--- src/rtl/io_poll_if.sv ---
// CPU-side request/response and IO-bus signals of the polling bus master.
// master = the bus initiator; slave = CPU requester plus IO peripheral.
interface io_poll_if;
    logic        req_valid;
    logic        req_ready;
    logic [1:0]  req_op;
    logic [31:0] req_wdata;
    logic        resp_valid;
    logic [31:0] resp_data;
    logic        resp_timeout;
    logic [7:0]  io_addr;
    logic [31:0] io_dout;
    logic        io_we;
    logic        io_rd;
    logic [31:0] io_din;

    modport master (
        input  req_valid, req_op, req_wdata, io_din,
        output req_ready, resp_valid, resp_data, resp_timeout,
        output io_addr, io_dout, io_we, io_rd
    );

    modport slave (
        output req_valid, req_op, req_wdata, io_din,
        input  req_ready, resp_valid, resp_data, resp_timeout,
        input  io_addr, io_dout, io_we, io_rd
    );
endinterface

--- src/rtl/io_poll_master.sv ---
// IO bus initiator: switch read, LED write, and flag-polled read/write. Response 2 cycles after accept
// (3 for polled ops ready on first poll, +1+POLL_GAP per extra poll); req_ready is low while busy.
module io_poll_master #(
    parameter logic [7:0] ADDR_SW          = 8'h08,
    parameter logic [7:0] ADDR_LED         = 8'h0C,
    parameter logic [7:0] ADDR_POL_IN_VLD  = 8'h10,
    parameter logic [7:0] ADDR_POL_IN      = 8'h14,
    parameter logic [7:0] ADDR_POL_OUT_VLD = 8'h18,
    parameter logic [7:0] ADDR_POL_OUT     = 8'h1C,
    parameter int         POLL_GAP         = 4,
    parameter int         TIMEOUT          = 1024
) (
    input logic       clk,
    input logic       rstn,
    io_poll_if.master bus
);
    localparam int CW = (TIMEOUT > 0) ? $clog2(TIMEOUT + 1) : 1;
    localparam int GW = (POLL_GAP > 0) ? $clog2(POLL_GAP + 1) : 1;
    localparam logic [CW-1:0] TO_C     = CW'(TIMEOUT);
    localparam logic [GW-1:0] GAP_LAST = GW'((POLL_GAP > 0) ? POLL_GAP - 1 : 0);

    typedef enum logic [2:0] {S_IDLE, S_SIMPLE, S_POLL, S_GAP, S_XFER, S_RESP} state_t;

    state_t        state, state_n;
    logic [1:0]    op, op_n;
    logic [31:0]   wdata, wdata_n;
    logic [CW-1:0] poll_cnt, poll_n, poll_inc;
    logic [GW-1:0] gap_cnt, gap_n;
    logic [31:0]   resp_data_n, io_dout_n;
    logic          resp_to_n, io_we_n, io_rd_n, flag_ok;
    logic [7:0]    io_addr_n;

    always_comb begin
        state_n     = state;
        op_n        = op;
        wdata_n     = wdata;
        poll_n      = poll_cnt;
        gap_n       = gap_cnt;
        resp_data_n = bus.resp_data;
        resp_to_n   = bus.resp_timeout;
        // saturates so TIMEOUT=0 can poll indefinitely
        poll_inc    = (poll_cnt == '1) ? poll_cnt : poll_cnt + CW'(1);
        // op[0]=1 waits for the busy flag to clear, op[0]=0 for the valid flag to set
        flag_ok     = op[0] ? ~bus.io_din[0] : bus.io_din[0];

        case (state)
            S_IDLE: if (bus.req_valid) begin
                op_n    = bus.req_op;
                wdata_n = bus.req_wdata;
                poll_n  = '0;
                state_n = bus.req_op[1] ? S_POLL : S_SIMPLE;
            end
            S_SIMPLE, S_XFER: begin
                resp_data_n = op[0] ? 32'd0 : bus.io_din;
                resp_to_n   = 1'b0;
                state_n     = S_RESP;
            end
            S_POLL: begin
                poll_n = poll_inc;
                if (flag_ok) begin
                    state_n = S_XFER;
                end else if ((TIMEOUT != 0) && (poll_inc == TO_C)) begin
                    resp_data_n = 32'd0;
                    resp_to_n   = 1'b1;
                    state_n     = S_RESP;
                end else if (POLL_GAP == 0) begin
                    state_n = S_POLL;
                end else begin
                    gap_n   = '0;
                    state_n = S_GAP;
                end
            end
            S_GAP: begin
                if (gap_cnt == GAP_LAST) state_n = S_POLL;
                else                     gap_n   = gap_cnt + GW'(1);
            end
            S_RESP:  state_n = S_IDLE;
            default: state_n = S_IDLE;
        endcase

        // outputs are registered, so decode them from the state about to be entered
        io_addr_n = 8'h00;
        io_dout_n = 32'd0;
        io_we_n   = 1'b0;
        io_rd_n   = 1'b0;
        case (state_n)
            S_SIMPLE: if (op_n[0]) begin
                io_addr_n = ADDR_LED;
                io_dout_n = wdata_n;
                io_we_n   = 1'b1;
            end else begin
                io_addr_n = ADDR_SW;
            end
            S_POLL: io_addr_n = op_n[0] ? ADDR_POL_OUT_VLD : ADDR_POL_IN_VLD;
            S_XFER: if (op_n[0]) begin
                io_addr_n = ADDR_POL_OUT;
                io_dout_n = wdata_n;
                io_we_n   = 1'b1;
            end else begin
                io_addr_n = ADDR_POL_IN;
                io_rd_n   = 1'b1;
            end
            default: ;
        endcase
    end

    always_ff @(posedge clk) begin
        if (!rstn) begin
            state            <= S_IDLE;
            op               <= 2'b00;
            wdata            <= 32'd0;
            poll_cnt         <= '0;
            gap_cnt          <= '0;
            bus.req_ready    <= 1'b1;
            bus.resp_valid   <= 1'b0;
            bus.resp_data    <= 32'd0;
            bus.resp_timeout <= 1'b0;
            bus.io_addr      <= 8'h00;
            bus.io_dout      <= 32'd0;
            bus.io_we        <= 1'b0;
            bus.io_rd        <= 1'b0;
        end else begin
            state            <= state_n;
            op               <= op_n;
            wdata            <= wdata_n;
            poll_cnt         <= poll_n;
            gap_cnt          <= gap_n;
            bus.req_ready    <= (state_n == S_IDLE);
            bus.resp_valid   <= (state_n == S_RESP);
            bus.resp_data    <= resp_data_n;
            bus.resp_timeout <= resp_to_n;
            bus.io_addr      <= io_addr_n;
            bus.io_dout      <= io_dout_n;
            bus.io_we        <= io_we_n;
            bus.io_rd        <= io_rd_n;
        end
    end
endmodule

--- src/flat_wrapper.sv ---
// flat-port wrapper written by rule: the top's interface ports become plain ports
module io_poll_master_flat 
#(
    parameter logic [7:0] ADDR_SW          = 8'h08,
    parameter logic [7:0] ADDR_LED         = 8'h0C,
    parameter logic [7:0] ADDR_POL_IN_VLD  = 8'h10,
    parameter logic [7:0] ADDR_POL_IN      = 8'h14,
    parameter logic [7:0] ADDR_POL_OUT_VLD = 8'h18,
    parameter logic [7:0] ADDR_POL_OUT     = 8'h1C,
    parameter int         POLL_GAP         = 4,
    parameter int         TIMEOUT          = 1024
)
  (clk, rstn, bus_req_valid, bus_req_op, bus_req_wdata, bus_io_din, bus_req_ready, bus_resp_valid, bus_resp_data, bus_resp_timeout, bus_io_addr, bus_io_dout, bus_io_we, bus_io_rd);
  io_poll_if bus_i ();
  input logic clk;
  input logic rstn;
  input wire logic [$bits(bus_i.req_valid)-1:0] bus_req_valid;
  input wire logic [$bits(bus_i.req_op)-1:0] bus_req_op;
  input wire logic [$bits(bus_i.req_wdata)-1:0] bus_req_wdata;
  input wire logic [$bits(bus_i.io_din)-1:0] bus_io_din;
  output wire logic [$bits(bus_i.req_ready)-1:0] bus_req_ready;
  output wire logic [$bits(bus_i.resp_valid)-1:0] bus_resp_valid;
  output wire logic [$bits(bus_i.resp_data)-1:0] bus_resp_data;
  output wire logic [$bits(bus_i.resp_timeout)-1:0] bus_resp_timeout;
  output wire logic [$bits(bus_i.io_addr)-1:0] bus_io_addr;
  output wire logic [$bits(bus_i.io_dout)-1:0] bus_io_dout;
  output wire logic [$bits(bus_i.io_we)-1:0] bus_io_we;
  output wire logic [$bits(bus_i.io_rd)-1:0] bus_io_rd;
  assign bus_i.req_valid = bus_req_valid;
  assign bus_i.req_op = bus_req_op;
  assign bus_i.req_wdata = bus_req_wdata;
  assign bus_i.io_din = bus_io_din;
  assign bus_req_ready = bus_i.req_ready;
  assign bus_resp_valid = bus_i.resp_valid;
  assign bus_resp_data = bus_i.resp_data;
  assign bus_resp_timeout = bus_i.resp_timeout;
  assign bus_io_addr = bus_i.io_addr;
  assign bus_io_dout = bus_i.io_dout;
  assign bus_io_we = bus_i.io_we;
  assign bus_io_rd = bus_i.io_rd;
  io_poll_master #(.ADDR_SW(ADDR_SW), .ADDR_LED(ADDR_LED), .ADDR_POL_IN_VLD(ADDR_POL_IN_VLD), .ADDR_POL_IN(ADDR_POL_IN), .ADDR_POL_OUT_VLD(ADDR_POL_OUT_VLD), .ADDR_POL_OUT(ADDR_POL_OUT), .POLL_GAP(POLL_GAP), .TIMEOUT(TIMEOUT)) u_core (.clk(clk), .rstn(rstn), .bus(bus_i));
endmodule
--- config.mk ---
export PLATFORM = sky130hd
export DESIGN_NAME = io_poll_master_flat
export DESIGN_NICKNAME = d
export VERILOG_FILES = /design/src/rtl/io_poll_if.sv /design/src/rtl/io_poll_master.sv /design/src/flat_wrapper.sv
export SDC_FILE = /design/constraint.sdc
export NUM_CORES = 1
export LEC_CHECK = 0
export ABC_CLOCK_PERIOD_IN_PS = 2200
export CELL_PAD_IN_SITES_DETAIL_PLACEMENT = 0
export CELL_PAD_IN_SITES_GLOBAL_PLACEMENT = 2
export CORE_MARGIN = 5
export CORE_UTILIZATION = 24
export DETAILED_ROUTE_END_ITERATION = 8
export PLACE_DENSITY_LB_ADDON = 0.08
export SLEW_MARGIN = 20
export SYNTH_ARGS = -nofsm -noshare
export SYNTH_HDL_FRONTEND = slang
export SYNTH_SLANG_ARGS = --single-unit
--- constraint.sdc ---
create_clock -name clk -period 2.2 [get_ports clk]
set_input_delay 0.22 -clock clk [delete_from_list [all_inputs] [get_ports clk]]
set_output_delay 0.22 -clock clk [all_outputs]
set_load 0.005 [all_outputs]
Word level (Yosys, flattened, before mapping)
Index checks and enable logic that the tools add are counted.
- output and inout port bits: 77
- register bits: 127
- bitwise operators: 1
- $add $sub $neg: 2
- reductions and logical operators: 13
- multiplexer cells: 31
- equal/unequal tests: 16
- operators by type and width (kind ; number):
    2-to-1 mux 32 bit ; 5
    one-hot mux 32 bit (2 select lines) ; 1
    2-to-1 mux 3 bit ; 8
    one-hot mux 8 bit (3 select lines) ; 1
    == test 11 bit (second input constant) ; 2
    2-to-1 mux 11 bit ; 2
    one-hot mux 11 bit (2 select lines) ; 1
    == test 3 x 2 -> 1 bit (second input constant) ; 4
    one-hot mux 3 bit (4 select lines) ; 1
    adder 11 x 1 -> 11 bit (second input constant) ; 1
    == test 3 bit (second input constant) ; 3
    2-to-1 mux 4 bit ; 2
    inequality test 2 bit (second input constant) ; 4
    2-to-1 mux 1 bit ; 7
    == test 3 x 1 -> 1 bit (second input constant) ; 2
    zero test 3 bit ; 2
    one-hot mux 3 bit (2 select lines) ; 1
    AND reduction 2 bit ; 3
    AND reduction 3 bit ; 2
    nonzero test 2 bit ; 3
    AND reduction 4 bit ; 1
    OR reduction 2 bit ; 2
    adder 3 x 1 -> 3 bit (second input constant) ; 1
    2-to-1 mux 2 bit ; 1
    other kinds (3) ; 3

Logic depth before layout (Yosys ltp)
- depth after elaboration: 9
- mapped depth: 9

Worst setup path before layout
Ideal clock, no wire load.
- path type: register to register
- from: register u_core.poll_cnt[0]
- to: register u_core.bus.resp_data[0]
- arrival time: 2150 ps
- path slack: -72 ps
- cell stages (with the launch flop): 9
- setup time: 122 ps
- path buffers: 0
- path through: dfxtp_1 ha_1 nand2_1 nor4_2 mux2i_1 nor4b_1 nand4b_1 and2_1 o311a_1
- cells in the longest elaborated chain, start to end: 5
- elaborated cells on any way between the ends: 6
- those cells by class: add/sub (1); eq/ne (3); mux (1); reduce/logical (1)
- ends and longest elaborated chain (item ; RTL line ; RTL):
    start: declaration ; io_poll_master.sv:27 ; logic [CW-1:0] poll_cnt, poll_n, poll_inc;
    start signal: assignment ; io_poll_master.sv:126 ; poll_cnt <= poll_n;
    adder 11 x 1 -> 11 bit or == test 11 bit (tied branches) ; io_poll_master.sv:42 ; poll_inc = (poll_cnt == '1) ? poll_cnt : poll_cnt + CW'(1);
    2-to-1 mux 11 bit * ; io_poll_master.sv:42 ;
    == test 11 bit * ; io_poll_master.sv:62 ; end else if ((TIMEOUT != 0) && (poll_inc == TO_C)) begin
    inequality test 2 x 1 -> 1 bit (no line) * ; -- ;
    AND reduction 3 bit (no line) * ; -- ;
    end signal: assignment ; io_poll_master.sv:130 ; bus.resp_data <= resp_data_n;
    end: declaration ; io_poll_if.sv:19 ; output req_ready, resp_valid, resp_data, resp_timeout,
Mark *: on every way between the ends. The rest lies on a longest branch, timed or not.
A chain may end at the register's enable or synchronous reset.

Final worst setup path
- from: register u_core.poll_cnt[1]
- to: register u_core.bus.resp_data[26]
Same word-level chain as after synthesis.

==> impl_metrics.ini <==
[timing]
fin_skew_ns = 0.00782
fin_crit_ns = 2.25
drv_slew = 0
fmax_mhz = 445
fin_ws_ns = -0.0466
fin_crit_sh_pct = 102
hold_violations = 0
setup_viol = 32
rsz0062_at_grt = true

[power_and_ir_drop]
p_leak_nw = 2.83
power_switching_mw = 2.35
sw_frac_of_total_pct = 29.5
power_per_cell_area_nw_per_um2 = 1090
p_int_mw = 5.62
pwr-share-seq_pct = 34.9
ir_worst_vdd_mv = 0.568
combinationalPowerShare_pct = 31.0
p_clk_share_pct = 34.1

[place]
hpwlAfterDp_um = 9150
place_ws_ns = -0.156
io_buffers = 140
place_area_sq_um = 6390
gp_congestion = 0.801

[global_route]
grt_use_total_pct = 12.4
grt_pass1_vias = 4155
grt_antenna_before_repair = 0
grt.overflow.total = 0
grt_max_degree = 42
grt_pass1_wl_um = 21400

[die]
die-area_sq_um = 21600
dieHeight_um = 147
initial_core_util_pct = 24.2
rows = 50
core_area_sq_um = 18600
die_w_um = 147
ios = 146

[cells_and_area]
n_antenna_cell = 0
final_area_sq_um = 7340
area_delta_synth_final_pct = 63.3
nNetsFinal = 751
drive_gt1_share_pct = 21.7
final_cell_mix = clkdlybuf4s50_1, dfxtp_1, nor2_1, nand2_1, buf_4
final_common_cell = clkdlybuf4s50_1

[routing]
totalWireLength_um = 13500
via_per_inst = 4.34
route.detailed.drc = 0
wire_per_inst_um = 14.6
drtAntennaViolNets = 0
firstDrtPassIters = 4
num_vias = 4013
drtIter0Drc = 147

[clocking]
root_buffer = clkbuf_16
cts_made_buffers = 17
ctsHoldBuffers = 0
clk_latency_ns = 0.41
numClockSinks = 122
clockBufferDepth = 2
cts_tree = done
htreeDepth = 4
clk_pin_slew_ns = 0.06

[worst_setup_path]
end_kind = register
cp_cell_sequence = ha_4 > nand2_4 > buf_4 > o41ai_4 > xor2_1 > buf_4 > buf_4 > nand4b_1 > a21oi_4 > buf_12 > clkbuf_16 > o21ai_2
cpMostUsedCell = buf_4
crit_required_ns = 2.50
critPathTopFamily = buffers and inverters
arrival_ns = 2.55
critical_path_class = reg2reg
path_max_fanout = 8
slowest_stage = dfxtp_2
cp_slowest_stage_delay_ns = 0.35
path_buf_inv = 5
start_kind = register

[yosys]
yosysSeqAreaShare_pct = 54.3
ys.flop_type = dfxtp_1
synth_seq_cells = 122
syn_area_per_cell_sq_um = 9.07
synth.top_cell.area_share_pct = 54.3
yosys.area.top_type = dfxtp_1
synth_area_sq_um = 4500
ys_types = 54
yosysWarnings = 0
ys_top_cells_by_area = dfxtp_1, mux2i_1, nor2_1, nand2_1, o21ai_1
netlist_instances = 496
synth-edff-count = 0
synthArstFlopShare_pct = 0

[outcome]
violations = setup timing
status = finished, violations left

[job]
cap_violations = 0

[min_path]
worstHoldPathType = in2reg
==> per-layer routing <==
metal	vias to the layer above	track usage [%]	share of wire, %
met5	-	0	0
met4	0	4.84	1.3
met3	15	5.92	8.6
met2	124	19.6	46
met1	1854	14.5	44
li1	2020	-	-
==> repair_timing <==
action	in CTS	in global routing
setup endpoints to repair	40	72
pin swaps	2	24
resized for setup	13	44
setup buffers	3	7
gates cloned	0	3
==> layout make-up <==
type | count | area (sq um)
Clock buffer | 21 | 460
Clock inverter | 11 | 120
Fill cell | 1828 | 11200
Inverter | 7 | 26.3
Multi-Input combinational cell | 336 | 2100
Sequential cell | 122 | 2460
Tap cell | 234 | 293
Timing Repair Buffer | 194 | 1890
==> worst register-to-register path: cells and delay by family (launching register included) <==
family          cells  cell delay (ns)
buf+inv             5             0.70
compound gates      3             0.49
flops               1             0.35
simple gates        2             0.23
xor+xnor            1             0.19
fa+ha+maj           1             0.18
==> per-stage QoR <==
step	hold slack (ns)	utilization [%]	total power, mW	TNS, ns	instances
floorplan	0.335	-	3.83	0	500
global placement	0.435	34.4	4.89	-6.15	880
detailed placement	0.442	34.4	4.91	-7.87	880
CTS	0.324	37.9	7.71	-0.407	915
global route	0.342	39.5	8.49	-8.31	925
finish	0.344	39.5	7.97	-0.705	925
==> logic make-up (layout without fill, tap and decap cells) <==
logic type	count (synthesis)	after routing	share of synthesized area (%)
xor+xnor	3	3	0.584
buf+inv	42	233	4.70
mux	37	37	8.26
other cells	1	5	0.0834
flops	122	122	54.3
compound gates	75	75	9.93
simple gates	212	212	21.0
fa+ha+maj	4	4	1.11
==> final timing paths <==
check | start | to | slack (ns) | cells after the start
max | u_core.poll_cnt[1] | u_core.bus.resp_data[26] | -0.05 | 12
min | bus_io_din[7] | u_core.bus.resp_data[7] | 0.34 | 3
max reg2reg | u_core.poll_cnt[1] | u_core.bus.resp_data[26] | -0.05 | 12
min reg2reg | u_core.bus.resp_data[14] | u_core.bus.resp_data[14] | 0.45 | 2
==> power groups by stage <==
stage / logic (mW) / registers (mW) / clock network, mW
global route: 2.73 / 2.83 / 2.92
global placement: 2.07 / 2.83 / 0
floorplan: 1.03 / 2.79 / 0
finish: 2.47 / 2.78 / 2.72
detailed placement: 2.08 / 2.83 / 0
CTS: 2.10 / 2.79 / 2.83
==> cell usage after synthesis (3+ instances only) <==
master	count
clkbuf_1	13
dfxtp_1	122
buf_4	9
ha_1	4
buf_2	10
and2_1	5
mux2i_1	36
nor3_1	8
nand3_1	10
o211ai_1	3
o21ai_0	8
nand2_1	72
a21oi_1	14
nor2b_1	3
nor2_1	91
o21ai_1	33
inv_1	6
nor4_1	3
==> state kept, by name, summed over array words and instances, names as in the netlist <==
| signal | cells |
|---|---|
| u_core.bus.io_dout | 32 |
| u_core.bus.resp_data | 32 |
| u_core.wdata | 32 |
| u_core.poll_cnt | 11 |
| u_core.bus.io_addr | 3 |
| u_core.gap_cnt | 3 |
| u_core.state | 3 |
| u_core.bus.io_rd | 1 |
| u_core.bus.io_we | 1 |
| u_core.bus.req_ready | 1 |
| u_core.bus.resp_timeout | 1 |
| u_core.bus.resp_valid | 1 |
| u_core.op | 1 |
Note: power is estimated with default switching activity, not from simulation.
